## src/rtl/core_boot_controller.sv

```systemverilog
// Boot sequencer: streams a program image into instruction memory, then
// releases the core from reset, starts it and times its run.
module core_boot_controller #(
  parameter int DATA_WIDTH   = 32,
  parameter int ADDRESS_BITS = 20,
  parameter int RESET_CYCLES = 4,
  parameter int CNT_BITS     = 32
) (
  input  logic                    clock,
  input  logic                    reset,
  input  logic                    boot_req,
  input  logic [ADDRESS_BITS-1:0] boot_addr,
  input  logic [CNT_BITS-1:0]     cycle_limit,
  input  logic                    host_valid,
  output logic                    host_ready,
  input  logic [DATA_WIDTH-1:0]   host_data,
  input  logic                    host_last,
  output logic                    imem_we,
  output logic [ADDRESS_BITS-1:0] imem_addr,
  output logic [DATA_WIDTH-1:0]   imem_wdata,
  output logic                    core_reset,
  output logic                    core_start,
  output logic [ADDRESS_BITS-1:0] prog_address,
  input  logic                    core_halt,
  output logic                    report,
  output logic                    busy,
  output logic                    done,
  output logic                    timeout,
  output logic [CNT_BITS-1:0]     run_cycles
);

  localparam int HB = (RESET_CYCLES > 1) ? $clog2(RESET_CYCLES) : 1;
  localparam logic [HB-1:0] HOLD_LAST = HB'(RESET_CYCLES - 1);

  typedef enum logic [2:0] {
    IDLE, LOAD, HOLD_RST, START, RUN, REPORT, DONE
  } state_t;

  state_t                  state;
  logic [ADDRESS_BITS-1:0] base;
  logic [ADDRESS_BITS-1:0] idx;
  logic [CNT_BITS-1:0]     limit;
  logic [HB-1:0]           hold_cnt;
  logic [CNT_BITS-1:0]     run_next;
  logic                    accept;

  assign host_ready = (state == LOAD);
  assign accept     = host_valid && host_ready;
  assign busy       = (state == LOAD) || (state == HOLD_RST) ||
                      (state == START) || (state == RUN) ||
                      (state == REPORT);
  assign done       = (state == DONE);

  // Counter sticks at all-ones rather than wrapping on very long runs
  assign run_next = (run_cycles == '1) ? run_cycles : run_cycles + 1'b1;

  always_ff @(posedge clock or posedge reset) begin
    if (reset) begin
      state        <= IDLE;
      base         <= '0;
      idx          <= '0;
      limit        <= '0;
      hold_cnt     <= '0;
      imem_we      <= 1'b0;
      imem_addr    <= '0;
      imem_wdata   <= '0;
      core_reset   <= 1'b1;
      core_start   <= 1'b0;
      prog_address <= '0;
      report       <= 1'b0;
      timeout      <= 1'b0;
      run_cycles   <= '0;
    end else begin
      imem_we    <= 1'b0;
      core_start <= 1'b0;
      report     <= 1'b0;
      case (state)
        IDLE, DONE: begin
          if (boot_req) begin
            base       <= boot_addr;
            limit      <= cycle_limit;
            idx        <= '0;
            core_reset <= 1'b1;
            timeout    <= 1'b0;
            state      <= LOAD;
          end
        end
        LOAD: begin
          if (accept) begin
            imem_we    <= 1'b1;
            imem_addr  <= base + idx;
            imem_wdata <= host_data;
            idx        <= idx + 1'b1;
            if (host_last) begin
              hold_cnt <= '0;
              state    <= HOLD_RST;
            end
          end
        end
        HOLD_RST: begin
          if (hold_cnt == HOLD_LAST) begin
            core_reset   <= 1'b0;
            core_start   <= 1'b1;
            prog_address <= base;
            run_cycles   <= '0;
            state        <= START;
          end else begin
            hold_cnt <= hold_cnt + 1'b1;
          end
        end
        START: state <= RUN;
        RUN: begin
          run_cycles <= run_next;
          // A halt on the budget's last cycle is a normal finish
          if (core_halt) begin
            timeout <= 1'b0;
            report  <= 1'b1;
            state   <= REPORT;
          end else if (limit != '0 && run_next == limit) begin
            timeout <= 1'b1;
            report  <= 1'b1;
            state   <= REPORT;
          end
        end
        REPORT: state <= DONE;
        default: state <= IDLE;
      endcase
    end
  end

endmodule

```

## config.mk

```make
export PLATFORM = sky130hd
export DESIGN_NAME = core_boot_controller
export DESIGN_NICKNAME = d
export VERILOG_FILES = /design/src/rtl/core_boot_controller.sv
export SDC_FILE = /design/constraint.sdc
export NUM_CORES = 1
export LEC_CHECK = 0
export ABC_AREA = 1
export BUFFER_PORTS_ARGS = -buffer_cell sky130_fd_sc_hd__buf_2
export CORE_UTILIZATION = 25
export CTS_BUF_LIST = sky130_fd_sc_hd__clkbuf_4 sky130_fd_sc_hd__clkbuf_8
export DETAILED_ROUTE_END_ITERATION = 6
export SYNTH_ARGS = -nofsm -noshare
export SYNTH_HDL_FRONTEND = slang
export SYNTH_SLANG_ARGS = --single-unit
```

## constraint.sdc

```tcl
create_clock -name clock -period 8.55 [get_ports clock]
set_input_delay 0.855 -clock clock [delete_from_list [all_inputs] [get_ports clock]]
set_output_delay 0.855 -clock clock [all_outputs]
set_load 0.03 [all_outputs]
```

==> results of run 1 <==
cells by family (layout without fill, tap and decap cells):
family / after synthesis / in the layout / synth area share, %
simple gates: 713 / 713 / 29.63
buf+inv: 218 / 416 / 8.414
compound gates: 202 / 202 / 10.90
flops: 186 / 186 / 46.45
fa+ha+maj: 23 / 23 / 2.946
xor+xnor: 19 / 19 / 1.660
layout make-up:
cell class                      instances  area share, %
Clock buffer                           19          2.191
Clock inverter                         12         0.9226
Inverter                              178          5.662
Multi-Input combinational cell        957          37.97
Timing Repair Buffer                  207          8.807
Tap cell                              518          5.431
Sequential cell                       186          39.01
stage by stage:
step / instances / power, W / utilization (%) / setup slack [ns]
after floorplan: 1361 / 0.002416 / - / 2.640
after global placement: 2046 / 0.002881 / 29.57 / 5.174
after detailed placement: 2046 / 0.002908 / 29.57 / 5.123
after CTS: 2077 / 0.003517 / 30.52 / 5.227
after global routing: 2077 / 0.003741 / 30.52 / 4.753
final: 2077 / 0.003464 / 30.52 / 5.218
worst min path at each step:
| stage | to | slack (ns) | cells past startpoint | start |
|---|---|---|---|---|
| 6_report | limit[23] | 0.45 | 2 | reset |
| 5_1_grt | core_reset | 0.48 | 2 | core_reset |
| 4_1_cts | core_reset | 0.47 | 2 | core_reset |
| 3_5_place_dp | core_reset | 0.45 | 2 | core_reset |
| 3_3_place_gp | imem_wdata[0] | 0.45 | 2 | imem_wdata[0] |
| 2_1_floorplan | state[1] | 0.48 | 2 | state[1] |
placed cells by master (no fill, tap or decap), types with 4 or more instances in the layout:
cell	count
nand2_1	470
buf_2	201
dfrtp_1	185
inv_1	172
o21ai_0	117
nor2_1	91
nand3_1	81
a21oi_1	34
o22ai_1	26
nor3_1	24
ha_1	22
clkbuf_8	19
nand4_1	15
xor2_1	15
a31oi_1	8
nand2_2	8
nor2_2	6
buf_4	6
a21o_1	4
or2_2	4
xnor2_1	4
nand2_4	4
inv_8	4
registers in the layout, summed over array words and instances (netlist names), 2 cells and up:
signal	flops
run_cycles	32
base	20
imem_wdata	32
prog_address	20
hold_cnt	2
state	3
limit	32
idx	20
imem_addr	20
cell usage after synthesis, drive strengths merged, types with 8 or more instances:
library cell  count  share of area [%]
nand2           482                 19
dfrtp           185                 46
inv             176                6.6
o21ai           119                5.9
nor2            101                4.2
nand3            81                4.0
a21oi            34                1.7
clkbuf           32                1.2
o22ai            26                1.6
nor3             24                1.2
ha               22                2.7
nand4            15               0.94
xor2             15                1.3
a31oi             8               0.50
buf               8               0.55
metal layers:
metal	up-vias	global-route usage [%]
met5	-	0
met4	0	4.968
met3	25	2.935
met2	187	25.64
met1	4470	19.25
li1	4710	-
report_power, final:
group	leakage, nW	total [W]	internal, W	switching, W
logic	3.50	0.00150	0.000439	0.00106
clock network	0.187	0.000588	0.000225	0.000363
registers	2.40	0.00138	0.00118	0.000204
critical path, stage by stage (launching register included):
cell      delay [ns]
dfrtp_1         0.41
inv_1           0.15
nor2_1          0.08
nor2_1          0.12
nand2_1         0.08
inv_1           0.07
nand2_1         0.30
inv_2           0.76
nor2_2          0.16
clkinv_1        0.23
nand3_1         0.12
nor2_1          0.16
nand2_1         0.08
nor3_1          0.22
nand2_1         0.07
o21ai_0         0.16
a21oi_1         0.06
==> impl_results.md, run 1 <==
* Number of I/O pins at between 200 and 250
* Clock Skew at ~0.025 ns
* Starting Density at between 20% and 30%
* Number of global-route vias before repair at about 9200
* #FFs+latches synth at 186
* Hold Vio Cnt, Final at 0
* Dpl hpwl at approximately 23000 um
* Met1 Routed Length at roughly 14000 um
* Final Critical Period at between 3 and 4 ns
* CP Class: register to register
* Final TNS setup at 0 ns
* # resized after CTS at 0
* Achievable frequency at roughly 0.30 GHz
* Fillers at between 4000 and 5000
* DR pass1 iterations at 5
* Netlist cell types at 39
* Post-synthesis cell count at about 1400
* Length of routed met2 wiring at about 15000 um
* Uppermost layer routed: met4
* Placed inst area at ~0.012 mm^2
* Share of cells above drive strength 1 at roughly 17%
* Ys async rst share at 100.0%
* Final #Nets at approximately 1700
* Post-CTS setup buffer count at 0
* Synthesized cell area at about 0.01 mm^2
* Final GP Congestion at 0.8668
* Via Count at ~9400
* WL/cell at approximately 15 um
* Leak at between 6 and 7 nW
* Die area at a little over 0.04 mm^2
* GRT Overall Usage at 15.13%
* Reg area at around 0.0047 mm^2
* First-pass GRT wire length at between 40000 and 50000 um
* Worst setup SP type: register
* Crit path to: idx[13]
* Remaining antenna violation count at 0
* Clock Path Buffers at 2
* FP Rows at 72
* Critical Path RT at between 8 and 9 ns
* Grt ovf at 0
* Initial antenna violation count at 0
* # port buffers at 201
* Slew Viols, Final at 0
* Post-Route WL at 30260 um
* Slew HR at approximately a fifth
* Top_reg_cell synth: dfrtp_1
* P&R area growth vs syn at 19.06%
* Routed wl met3 at ~1200 um
* FF-to-FF End: idx[13]
* CTS Buf Count at 17
* Chip width at 202.2 um
* Final Setup Violations at 0
* Largest net degree at the start of global routing at 110
* Design area at between 0.01 and 0.015 mm^2
* Starting DRT DRC Count at 543
* Critical Path Fanout Max at 53
* Multi-input logic area at ~0.0045 mm^2
* H-tree Lvls at 4
* WHS at 0.4511 ns
* EDFF count, synth at 0
* Syn Area/Cell at between 7 and 8 um^2
* Cell count of the worst reg-to-reg path at 16
* Post-DR vias/cell at 4.522
* Sequential share of the synthesized area at about 46%
* Syn nets at approximately 1500
* CP Launch Point: state[1]
* Clock transition at the registers of the reported paths at approximately 0.11 ns
* TritonCTS clock tree: yes
* Inserted Diodes at 0
* Worst R2R Setup Slack at roughly 5.2 ns
* Worst Setup End Kind: register
* Status: completed
* CTS sink count at ~190
* Final period utilization at 38.97%
* Max_cap viols at 0
* Die Ht at 202.2 um
* Power Dens Cells at 290.2 mW/mm^2
* Peak VDD IR at 0.1870 mV
* Core box area at around 0.039 mm^2
* RSZ-0062 raised after global routing: false
* # hold bufs at CTS at 0
* R2R Path Start: state[1]
* Slew @ Worst Pin at approximately 1.2 ns
* Drt drc at 0
* YS warnings at 0
* Clk_lat worst skew at roughly 0.52 ns
* Worst min path class: input port to async pin
* Root Buffer: clkbuf_8
* Crit path arrival time at ~3.8 ns
No activity file was read; power rests on OpenSTA's default activity.
==> inputs of run 2 (changes only) <==
==> constraint.sdc (replaced) <==
create_clock -name clock -period 2.9 [get_ports clock]
set_input_delay 0.29 -clock clock [delete_from_list [all_inputs] [get_ports clock]]
set_output_delay 0.29 -clock clock [all_outputs]
set_load 0.03 [all_outputs]
==> impl_results.md, run 2 (same netlist as run 1, synthesis figures left out) <==
* Status: completed
* Worst R2R Setup Slack at 0.21 ns (-5.01 ns)
* TritonCTS clock tree: yes
* H-tree Lvls at 4 (unchanged)
* Die area at 0.04090 mm^2 (unchanged)
* Starting DRT DRC Count at 632 (+16%)
* Slew HR at 42.42% (+21 points)
* Critical Path RT at 3.30 ns (-5.66 ns)
* Final Setup Violations at 0 (unchanged)
* Number of I/O pins at 202 (unchanged)
* Clk_lat worst skew at 0.51 ns (about the same)
* Largest net degree at the start of global routing at 113 (+2.7%)
* Crit path to: state[2]
* Most common cell after layout, fill and taps aside: nand2_1
* P&R area growth vs syn at 30.05%
* Clock Skew at 0.01455 ns (-0.01066 ns)
* Number of global-route vias before repair at 9660 (+5.5%)
* CP Launch Point: run_cycles[0]
* Worst min path class: input port to register
* Comb power frac at 43.6% (+0.4 points)
* First-pass GRT wire length at 51310 um (+5.1%)
* CTS sink count at 186 (unchanged)
* Final period utilization at 92.75% (+54 points)
* Initial antenna violation count at 0 (unchanged)
* Clock Path Buffers at 2 (unchanged)
* Worst min-delay path startpoint: cycle_limit[28]
* GRT Overall Usage at 16.05% (+0.91 points)
* R2R Path Start: run_cycles[0]
* Share of cells above drive strength 1 at 18.11% (+0.79 points)
* Drt drc at 0 (unchanged)
* Core box area at 0.03910 mm^2 (unchanged)
* Clock share of power at 18.5% (+1.5 points)
* Design area at 0.01304 mm^2 (+9.2%)
* Most frequent cells in the layout: nand2_1, buf_2, dfrtp_1
* FP Rows at 72 (unchanged)
* NetSw at 0.004920 W (+200%)
* Pre-CTS setup slack at 0.1764 ns (-4.946 ns)
* Clock transition at the registers of the reported paths at 0.10 ns (about the same)
* Final Critical Period at 2.690 ns (-0.6424 ns)
* Starting Density at 25.64% (unchanged)
* Final #Nets at 1762 (+6.1%)
* Cell count of the worst reg-to-reg path at 19 (+3)
* # port buffers at 201 (unchanged)
* Root Buffer: clkbuf_8
* Crit path arrival time at 3.09 ns (-0.66 ns)
* PnR worst setup slack at 0.2102 ns (-5.008 ns)
* Final TNS setup at 0 ns (unchanged)
* Remaining antenna violation count at 0 (unchanged)
* Dpl hpwl at 24100 um (+6.3%)
* CTS Buf Count at 17 (unchanged)
* Slew @ Worst Pin at 0.8619 ns (-0.3148 ns)
* Worst Setup End Kind: register
* Power Dens Cells at 824.4 mW/mm^2 (+180%)
* Post-Route WL at 32280 um (+6.7%)
* Post-DR vias/cell at 4.512 (-0.21%)
* DR pass1 iterations at 5 (unchanged)
* Sw Share at 45.79% (-1.1 points)
* Max_cap viols at 0 (unchanged)
* Via Count at 9837 (+4.7%)
* Leak at 6.568 nW (+7.9%)
* Final GP Congestion at 0.9195 (+6.1%)
* Top Registers: imem_wdata (32), limit (32), run_cycles (32)
* Grt ovf at 0 (unchanged)
* Post-CTS setup buffer count at 0 (unchanged)
* Chip width at 202.2 um (unchanged)
* FF-to-FF End: state[2]
* Critical Path Fanout Max at 17 (-68%)
* Sequential fraction of design power at 37.9% (-1.9 points)
* Worst setup SP type: register
* Achievable frequency at 0.3718 GHz (+24%)
* Slew Viols, Final at 0 (unchanged)
* Hold Vio Cnt, Final at 0 (unchanged)
* Placed inst area at 0.01182 mm^2 (+2.3%)
* Inserted Diodes at 0 (unchanged)
* WL/cell at 14.81 um (+1.6%)
* P_int at 0.005826 W (+220%)
* Peak VDD IR at 0.6529 mV (+250%)
* Die Ht at 202.2 um (unchanged)
* CP Class: register to register
run 2: per-layer routing:
metal  track usage, %  share of wire (%)  vias up
met3            3.209                5.1       34
met4            4.807                1.6        0
met1            20.21                 44     4631
met5                0                  0        -
met2            27.58                 49      268
li1                 -                  -     4904
run 2: worst max-delay path: stages (launching register included):
cell     delay, ns
dfrtp_1       0.38
ha_2          0.25
inv_2         0.06
nor2_4        0.14
nand2_4       0.10
nor2_8        0.23
nand2_8       0.15
buf_4         0.21
nand2_1       0.09
inv_1         0.06
nand2_1       0.07
nand4_1       0.09
nor2_1        0.14
nand3_1       0.10
nor2_2        0.12
nand2_2       0.10
nand2_4       0.10
nand2_2       0.06
nand2_1       0.07
nand2_1       0.05
run 2: worst min-delay path by stage:
stage	to	cells past startpoint
2_1_floorplan	imem_wdata[0]	2
3_3_place_gp	imem_wdata[9]	2
3_5_place_dp	core_reset	2
4_1_cts	report	3
5_1_grt	report	3
6_report	limit[28]	3
run 2: power groups by stage:
stage	combinational (W)	sequential, W	clock [W]
6_report	0.00469	0.00407	0.00198
5_1_grt	0.00523	0.00419	0.00215
4_1_cts	0.00475	0.00408	0.00207
3_5_place_dp	0.00465	0.00411	0
3_3_place_gp	0.00460	0.00410	0
2_1_floorplan	0.00225	0.00487	0
run 2: area by class of cell:
cell class / count / area (um^2)
Clock inverter: 13 / 180.2
Timing Repair Buffer: 309 / 2067
Multi-Input combinational cell: 957 / 4548
Sequential cell: 186 / 4658
Tap cell: 518 / 648.1
Inverter: 178 / 671.9
Fill cell: 4188 / 26060
Clock buffer: 19 / 261.5
run 2: through the flow:
stage / std cells / hold WS (ns) / power, W / util (%)
2_1_floorplan: 1361 / 0.4072 / 0.007124 / -
3_3_place_gp: 2073 / 0.4516 / 0.008696 / 30.24
3_5_place_dp: 2073 / 0.4550 / 0.008765 / 30.24
4_1_cts: 2180 / 0.002441 / 0.01089 / 33.29
5_1_grt: 2180 / 0.007828 / 0.01157 / 33.34
6_report: 2180 / 0.03503 / 0.01075 / 33.34
run 2: repair_timing:
item	in CTS	in global routing
hold endpoints to repair	97	0
hold buffers	75	0
endpoints found under the setup margin	0	5
resized for setup	0	5
